===== config.mk =====
export PLATFORM = sky130hd
export DESIGN_NAME = cache_lru_ctrl
export DESIGN_NICKNAME = d
export VERILOG_FILES = /design/src/rtl/cache_lru_ctrl_pkg.sv /design/src/rtl/lru_age_matrix.sv /design/src/rtl/cache_lru_ctrl.sv
export SDC_FILE = /design/constraint.sdc
export NUM_CORES = 2
export LEC_CHECK = 0
export CELL_PAD_IN_SITES_DETAIL_PLACEMENT = 0
export CELL_PAD_IN_SITES_GLOBAL_PLACEMENT = 2
export CORE_MARGIN = 2
export CORE_UTILIZATION = 25
export DETAILED_ROUTE_END_ITERATION = 7
export MAX_ROUTING_LAYER = met4
export PLACE_DENSITY = 0.54
export SLEW_MARGIN = 20
export SYNTH_ARGS = -nofsm -noshare
export SYNTH_HDL_FRONTEND = slang
export SYNTH_SLANG_ARGS = --single-unit

===== constraint.sdc =====
create_clock -name i_clk -period 32 [get_ports i_clk]
set_input_delay 8 -clock i_clk [delete_from_list [all_inputs] [get_ports i_clk]]
set_output_delay 8 -clock i_clk [all_outputs]
set_load 0.005 [all_outputs]

===== src/rtl/cache_lru_ctrl_pkg.sv =====
// Shared types for the fully associative LRU cache controller.
// The line-entry struct depends on the instance geometry, so it is declared in the top.
package cache_lru_pkg;

  typedef enum logic [2:0] {
    IDLE,
    CMP,
    WB,
    FILL,
    RESP
  } state_t;

  // Width of a way index / age value; never narrower than one bit.
  function automatic int unsigned way_bits(input int unsigned ways);
    int unsigned b;
    b = 0;
    while ((64'd1 << b) < 64'(ways)) b++;
    return (b == 0) ? 1 : b;
  endfunction

endpackage


===== src/rtl/lru_age_matrix.sv =====
// True-LRU age registers: age 0 is most recent, age WAYS-1 is the replacement victim.
module lru_age_matrix #(
  parameter int WAYS     = 8,
  parameter int WAY_BITS = 3
) (
  input  logic                clk,
  input  logic                rst,
  input  logic                upd_en,
  input  logic [WAY_BITS-1:0] upd_way,
  output logic [WAY_BITS-1:0] oldest
);

  logic [WAY_BITS-1:0] age [WAYS];
  logic [WAY_BITS-1:0] acc_age;

  assign acc_age = age[upd_way];

  // Only ways younger than the accessed one age, so the set stays a permutation.
  always_ff @(posedge clk or posedge rst) begin
    if (rst) begin
      for (int unsigned w = 0; w < WAYS; w++) age[w] <= WAY_BITS'(w);
    end else if (upd_en) begin
      for (int unsigned w = 0; w < WAYS; w++) begin
        if (WAY_BITS'(w) == upd_way)   age[w] <= '0;
        else if (age[w] < acc_age)     age[w] <= age[w] + WAY_BITS'(1);
      end
    end
  end

  always_comb begin
    oldest = '0;
    for (int unsigned w = 0; w < WAYS; w++) begin
      if (age[w] == WAY_BITS'(WAYS - 1)) oldest = WAY_BITS'(w);
    end
  end

endmodule


===== src/rtl/cache_lru_ctrl.sv =====
// Fully associative cache lookup/replacement controller with true LRU, per-word
// valid bitmaps, per-line dirty bits, write-back before dirty eviction and flush.
module cache_lru_ctrl
  import cache_lru_pkg::*;
#(
  parameter int ADDR_W    = 30,
  parameter int WORD_BITS = 5,
  parameter int WAYS      = 8,
  parameter int WAY_BITS  = way_bits(WAYS),
  parameter int LINE_W    = ADDR_W - WORD_BITS
) (
  input  logic                          i_clk,
  input  logic                          i_reset,
  input  logic                          i_req,
  input  logic                          i_wr,
  input  logic [ADDR_W-1:0]             i_addr,
  input  logic                          i_flush,
  output logic                          o_ready,
  output logic                          o_resp_valid,
  output logic                          o_hit,
  output logic [WAY_BITS+WORD_BITS-1:0] o_addr,
  output logic                          o_wb_req,
  output logic [LINE_W-1:0]             o_wb_line,
  output logic [WAY_BITS-1:0]           o_wb_way,
  input  logic                          i_wb_ack,
  output logic                          o_fill_req,
  output logic [LINE_W-1:0]             o_fill_line,
  output logic [WAY_BITS+WORD_BITS-1:0] o_fill_addr,
  input  logic                          i_fill_ack
);

  localparam int WORDS = 1 << WORD_BITS;

  typedef struct packed {
    logic              valid;
    logic              dirty;
    logic [LINE_W-1:0] tag;
    logic [WORDS-1:0]  words;
  } line_t;

  line_t                         lines [WAYS];
  state_t                        state, state_nx;
  logic [LINE_W-1:0]             req_tag;
  logic [WORD_BITS-1:0]          req_word;
  logic                          req_wr;
  logic [WAY_BITS-1:0]           cur_way;
  logic [WAY_BITS+WORD_BITS-1:0] addr_hold;

  logic                hit, word_ok, inv_found, victim_dirty;
  logic [WAY_BITS-1:0] hit_way, inv_way, victim, oldest, resp_way;
  logic                resp, resp_hit, upd_en;

  lru_age_matrix #(
    .WAYS     (WAYS),
    .WAY_BITS (WAY_BITS)
  ) u_lru (
    .clk     (i_clk),
    .rst     (i_reset),
    .upd_en  (upd_en),
    .upd_way (resp_way),
    .oldest  (oldest)
  );

  // Tag match requires valid, so stale tags after reset/flush never hit.
  always_comb begin
    hit       = 1'b0;
    hit_way   = '0;
    inv_found = 1'b0;
    inv_way   = '0;
    for (int unsigned w = 0; w < WAYS; w++) begin
      if (!hit && lines[w].valid && lines[w].tag == req_tag) begin
        hit     = 1'b1;
        hit_way = WAY_BITS'(w);
      end
      if (!inv_found && !lines[w].valid) begin
        inv_found = 1'b1;
        inv_way   = WAY_BITS'(w);
      end
    end
    word_ok      = lines[hit_way].words[req_word];
    victim       = inv_found ? inv_way : oldest;
    victim_dirty = lines[victim].valid && lines[victim].dirty;
  end

  always_comb begin
    state_nx = state;
    resp     = 1'b0;
    resp_hit = 1'b0;
    upd_en   = 1'b0;
    resp_way = cur_way;
    case (state)
      IDLE: if (!i_flush && i_req) state_nx = CMP;
      CMP: begin
        if (hit && word_ok) begin
          resp     = 1'b1;
          resp_hit = 1'b1;
          upd_en   = 1'b1;
          resp_way = hit_way;
          state_nx = IDLE;
        end else if (hit || !victim_dirty) begin
          state_nx = FILL;
        end else begin
          state_nx = WB;
        end
      end
      WB:   if (i_wb_ack) state_nx = FILL;
      FILL: if (i_fill_ack) state_nx = RESP;
      RESP: begin
        resp     = 1'b1;
        upd_en   = 1'b1;
        state_nx = IDLE;
      end
      default: state_nx = IDLE;
    endcase
  end

  always_ff @(posedge i_clk or posedge i_reset) begin
    if (i_reset) begin
      state     <= IDLE;
      req_tag   <= '0;
      req_word  <= '0;
      req_wr    <= 1'b0;
      cur_way   <= '0;
      addr_hold <= '0;
      for (int unsigned w = 0; w < WAYS; w++) lines[w] <= '0;
    end else begin
      state <= state_nx;
      if (resp) addr_hold <= {resp_way, req_word};
      case (state)
        IDLE: begin
          if (i_flush) begin
            for (int unsigned w = 0; w < WAYS; w++) begin
              lines[w].valid <= 1'b0;
              lines[w].dirty <= 1'b0;
              lines[w].words <= '0;
            end
          end else if (i_req) begin
            req_tag  <= i_addr[ADDR_W-1:WORD_BITS];
            req_word <= i_addr[WORD_BITS-1:0];
            req_wr   <= i_wr;
          end
        end
        CMP: begin
          if (hit && word_ok) begin
            if (req_wr) lines[hit_way].dirty <= 1'b1;
          end else if (hit) begin
            cur_way <= hit_way;
          end else begin
            cur_way <= victim;
            if (!victim_dirty) lines[victim] <= '{1'b1, 1'b0, req_tag, '0};
          end
        end
        WB:   if (i_wb_ack) lines[cur_way] <= '{1'b1, 1'b0, req_tag, '0};
        FILL: if (i_fill_ack) lines[cur_way].words[req_word] <= 1'b1;
        RESP: if (req_wr) lines[cur_way].dirty <= 1'b1;
        default: ;
      endcase
    end
  end

  assign o_ready      = (state == IDLE) && !i_flush;
  assign o_resp_valid = resp;
  assign o_hit        = resp_hit;
  assign o_addr       = resp ? {resp_way, req_word} : addr_hold;
  assign o_wb_req     = (state == WB);
  assign o_wb_line    = lines[cur_way].tag;
  assign o_wb_way     = cur_way;
  assign o_fill_req   = (state == FILL);
  assign o_fill_line  = req_tag;
  assign o_fill_addr  = {cur_way, req_word};

endmodule


## Word level (Yosys, flattened, before mapping)

Index checks and enable logic that the tools add are counted.

- Flip-flop bits (word level): 541
- Bits of input ports: 37
- Output and inout bits: 74

- Add/subtract/negate cells: 8
- Order comparisons: 17
- Eq/ne operators: 34
- Mux-type cells: 125
- Bitwise operators: 6
- Reductions and logical operators: 78

Operator list:

| operator | number |
|---|---|
| two-way mux 472 bit | 7 |
| bitwise mux 472 bit | 5 |
| case mux 34 bit (5 select lines) | 7 |
| demux 59 bit (select 3 bit) | 5 |
| case mux 25 bit (4 select lines) | 8 |
| binary-select mux 59 bit (select 3 bit) | 3 |
| two-way mux 59 bit | 4 |
| equality test 25 bit | 8 |
| case mux 32 bit (5 select lines) | 1 |
| two-way mux 32 bit | 4 |
| two-way mux 3 bit | 41 |
| two-way mux 58 bit | 2 |
| two-way mux 57 bit | 2 |
| two-way mux 34 bit | 1 |
| logical AND 1 bit | 30 |
| adder 3 x 1 -> 3 bit (second input constant) | 8 |
| equality test 3 bit (second input constant) | 8 |
| less-than comparator 3 bit | 8 |
| two-way mux 1 bit | 24 |
| zero test 1 bit | 22 |
| AND reduction 2 bit | 9 |
| >= comparator 4 bit (second input constant) | 4 |
| NOT 3 -> 4 bit | 4 |
| nonzero test 2 bit | 8 |
| other kinds (27) | 45 |

## Depth between registers and ports, before layout

- Depth after elaboration: 47
- Depth in mapped cells: 31
- Depth with buffers taken out: 23

## Modules after synthesis

Synthesis repeated with hierarchy kept, for this count alone.

- Cell total of the unflattened synthesis: 2787
- Area total of the unflattened synthesis: 29508.3 µm²

By module, submodules not included:

| module | times used | cells an instance | area an instance (µm²) | seq. area each (µm²) |
|---|---|---|---|---|
| cache_lru_ctrl | 1 | 2582 | 27457.6 | 12937.4 |
| lru_age_matrix | 1 | 205 | 2050.7 | 615.6 |

## Worst setup path after synthesis

Ideal clock, no wire load.

- Path type: input -> output
- Start point: input i_flush
- End point: output o_ready
- Arrival time: 8.421 ns
- Required time: 24.000 ns
- Path slack: 15.579 ns
- Stages: 1
- Path buffers: 0
- Cell sequence: nor4_1

- Longest elaborated chain between the ends: 2

Ends and longest elaborated chain:

| element | RTL line | source |
|---|---|---|
| start: declaration | cache_lru_ctrl.sv:17 | `input logic i_flush,` |
| zero test 1 bit | cache_lru_ctrl.sv:161 | `assign o_ready = (state == IDLE) && !i_flush;` |
| logical AND 1 bit | cache_lru_ctrl.sv:161 |  |
| end: declaration | cache_lru_ctrl.sv:18 | `output logic o_ready,` |

No other way between the ends.

## Worst setup path in the final report

Same ends and word-level chain as after synthesis.

==> impl_metrics.csv <==
group,metric,value,unit
outcome,status,"finished clean",
route,antenna_left,0,
worst_hold_path,holdCritPathClass,"flop to flop",
clocking,cts_sinks,541,
route,route.met2.wl,69.7,mm
clocking,clockBufferDepth,3,
critical_path,critPathRequiredTime,24000,ps
yosys,synthCells,3100,
sta,worst_slack,14350,ps
critical_path,startpoint_type,"input port",
route,routed.top_layer,"met4",
yosys,netlist_area,0.0297,sq mm
sta,maxSlewViolCount,0,
route,viasPerCell,5.57,
route,via_count,26400,
floorplan,start_util,0.252,
floorplan,core,0.118,sq mm
final_layout,area_growth_syn_to_layout,17.3,%
yosys,syn_area_per_cell,9.59,sq um
sta,finalSetupTns,0,ps
yosys,synth.top_cell.area_share,0.445,
yosys,synth_edf_count,0,
sta,fmax,56.7,MHz
route,wirelength,143,mm
global_routing,grt_pass1_vias,26400,
global_routing,grt_max_degree,72,
sta,relSlewSlack,0.224,
sta,final-setup-viol-count,0,
yosys,synth_seq_cells,541,
sta,rsz0062_at_grt,"no",
yosys,synthFlopType,"dfrtp_1",
clocking,ctsResizeCount,0,
final_layout,nets,3198,
pwr,leakage,14.1,nW
yosys,ys_warn_count,0,
clocking,post_cts_buffers,0,
final_layout,stdcell_count,4730,
critical_path,crit_type,"input port to output port",
sta,hold_viol_final,0,
critical_path,crit_fanout,4,
final_layout,nFillCells,12400,
floorplan,rows,126,
route,drc_errors,0,
critical_path,worstPathArrival,9650,ps
placement,routabilityCongestion,0.927,
sta,tightest_slew,1160,ps
flow_run,maxCapViolCount,0,
pwr,vdd_drop_max,0.0000692,V
yosys,synth_area_leader_cell,"dfrtp_1",
placement,dp_hpwl,94.6,mm
yosys,synthesis.nets,3160,
yosys,ys_top_cells_by_area,"dfrtp_1 45%, o21ai_0 5.6%, nand2_1 5.1%",
clocking,clock_latency,670,ps
yosys,yosysMostFrequentCell,"dfrtp_1",
global_routing,grt_pass1_wl,204,mm
sta,period_needed,17650,ps
yosys,ys_types,105,
yosys,synth-seq-area-share,0.456,
global_routing,gr-total-overflow,0,
floorplan,die-area,0.122,sq mm
clocking,cts_made_buffers,73,
global_routing,antenna_found_initial,1,
placement,dp_worst_setup_slack,14310,ps
floorplan,die_h,349,microns
global_routing,grt_usage,0.238,
clocking,h-tree-depth,3,
clocking,cts_tree,"built",
sta,fin_hold_ws,470,ps
floorplan,die_w,349,microns
final_layout,diodes,0,
route,drt_iter0_drc,2387,
critical_path,cp-end-kind,"output port",
route,wl_met1,62.0,mm
floorplan,boundaryPins,111,
clocking,cts_hold_buf,0,
placement,port_buffers,110,
route,drt-pass1-iter-count,5,
route,wl_met3,6.34,mm
yosys,synth-async-reset-ratio,1.00,
sta,finClkSkew,33.6,ps
sta,post-route-period-util,0.552,
clocking,clk_pin_slew,60,ps
final_layout,drive_above_1_share,0.119,
yosys,synth.top_cells.by_count,"529 x dfrtp_1, 403 x nand2_1, 330 x o21ai_0, 192 x a22oi_1, 152 x clkbuf_1",
placement,dp_cells,4599,
pwr,powerDensity,105,mW/mm^2
route,post_drt_wl_per_cell,30.2,microns
clocking,cts_root_buf,"clkbuf_16",
-- power breakdown --
part	switching, W	total, W	internal (W)
logic	0.00123	0.00179	0.000565
registers	0.000234	0.00105	0.000820
clock network	0.000339	0.000799	0.000460
-- final timing paths --
| kind | start | end | slack (ps) | depth (start not counted) |
|---|---|---|---|---|
| setup reg to reg | o_fill_line[10]$_DFFE_PP0P_ | u_lru.age[23]$_DFFE_PP0P_ | 23120 | 26 |
| max in group asynchronous | i_reset | lines[252]$_DFFE_PP0P_ | 20210 | 6 |
| hold / removal | lines[431]$_DFFE_PP0P_ | lines[431]$_DFFE_PP0P_ | 470 | 2 |
| setup / recovery | i_flush | o_ready | 14350 | 3 |
| hold reg to reg | lines[431]$_DFFE_PP0P_ | lines[431]$_DFFE_PP0P_ | 470 | 2 |
| min in group asynchronous | i_reset | async pin | 7770 | 2 |
-- metal layers --
metal	track usage	vias up
li1	-	11400
met1	0.301	13700
met2	0.395	964
met3	0.0294	232
met4	0.0800	0
met5	-	-
-- logic make-up after synthesis --
logic type	share of synthesized area
simple gates	0.148
mux	0.0786
fa+ha+maj	0.00968
flops	0.456
buf+inv	0.0439
xor+xnor	0.0585
compound gates	0.205
-- per-stage QoR --
| step | util | power [W] | area, sq um |
|---|---|---|---|
| after floorplan | - | 0.00197 | 29700 |
| after global placement | 0.276 | 0.00284 | 32600 |
| after detailed placement | 0.276 | 0.00285 | 32600 |
| after CTS | 0.296 | 0.00367 | 34900 |
| after global routing | 0.296 | 0.00381 | 34900 |
| final | 0.296 | 0.00365 | 34900 |
-- placed cells by master (no fill, tap or decap), types with 17 or more instances in the layout --
master             n
o22ai_1           25
a31oi_1           77
buf_4             94
nand2_1          396
mux2_2            81
mux2_1           102
a22o_1            49
a21oi_1           62
o211ai_1          20
nor4_1            43
nor3_1            27
xor2_1            93
nand3_1           66
clkdlybuf4s50_1  110
and3_1            22
and2_1            17
nand4_1           68
clkbuf_16         73
xnor2_1          102
mux2i_1           24
inv_1             38
dfrtp_1          528
nor2_1           146
nand2b_1          24
a22oi_1          192
clkbuf_1          20
o21ai_0          329
ha_1              23
-- critical path, stage by stage --
cell and delay, ps:
clkdlybuf4s50_1 420, nor4_1 590, clkdlybuf4s50_1 630
-- cell type report --
type	instances	area (sq um)	share of cell area
Inverter	45	176	0.00506
Clock buffer	109	2120	0.0609
Timing Repair Buffer	204	1810	0.0518
Clock inverter	22	169	0.00484
Tap cell	1536	1920	0.0551
Multi-Input combinational cell	2273	15100	0.433
Sequential cell	541	13600	0.389
(Power assumes the default switching activity.)
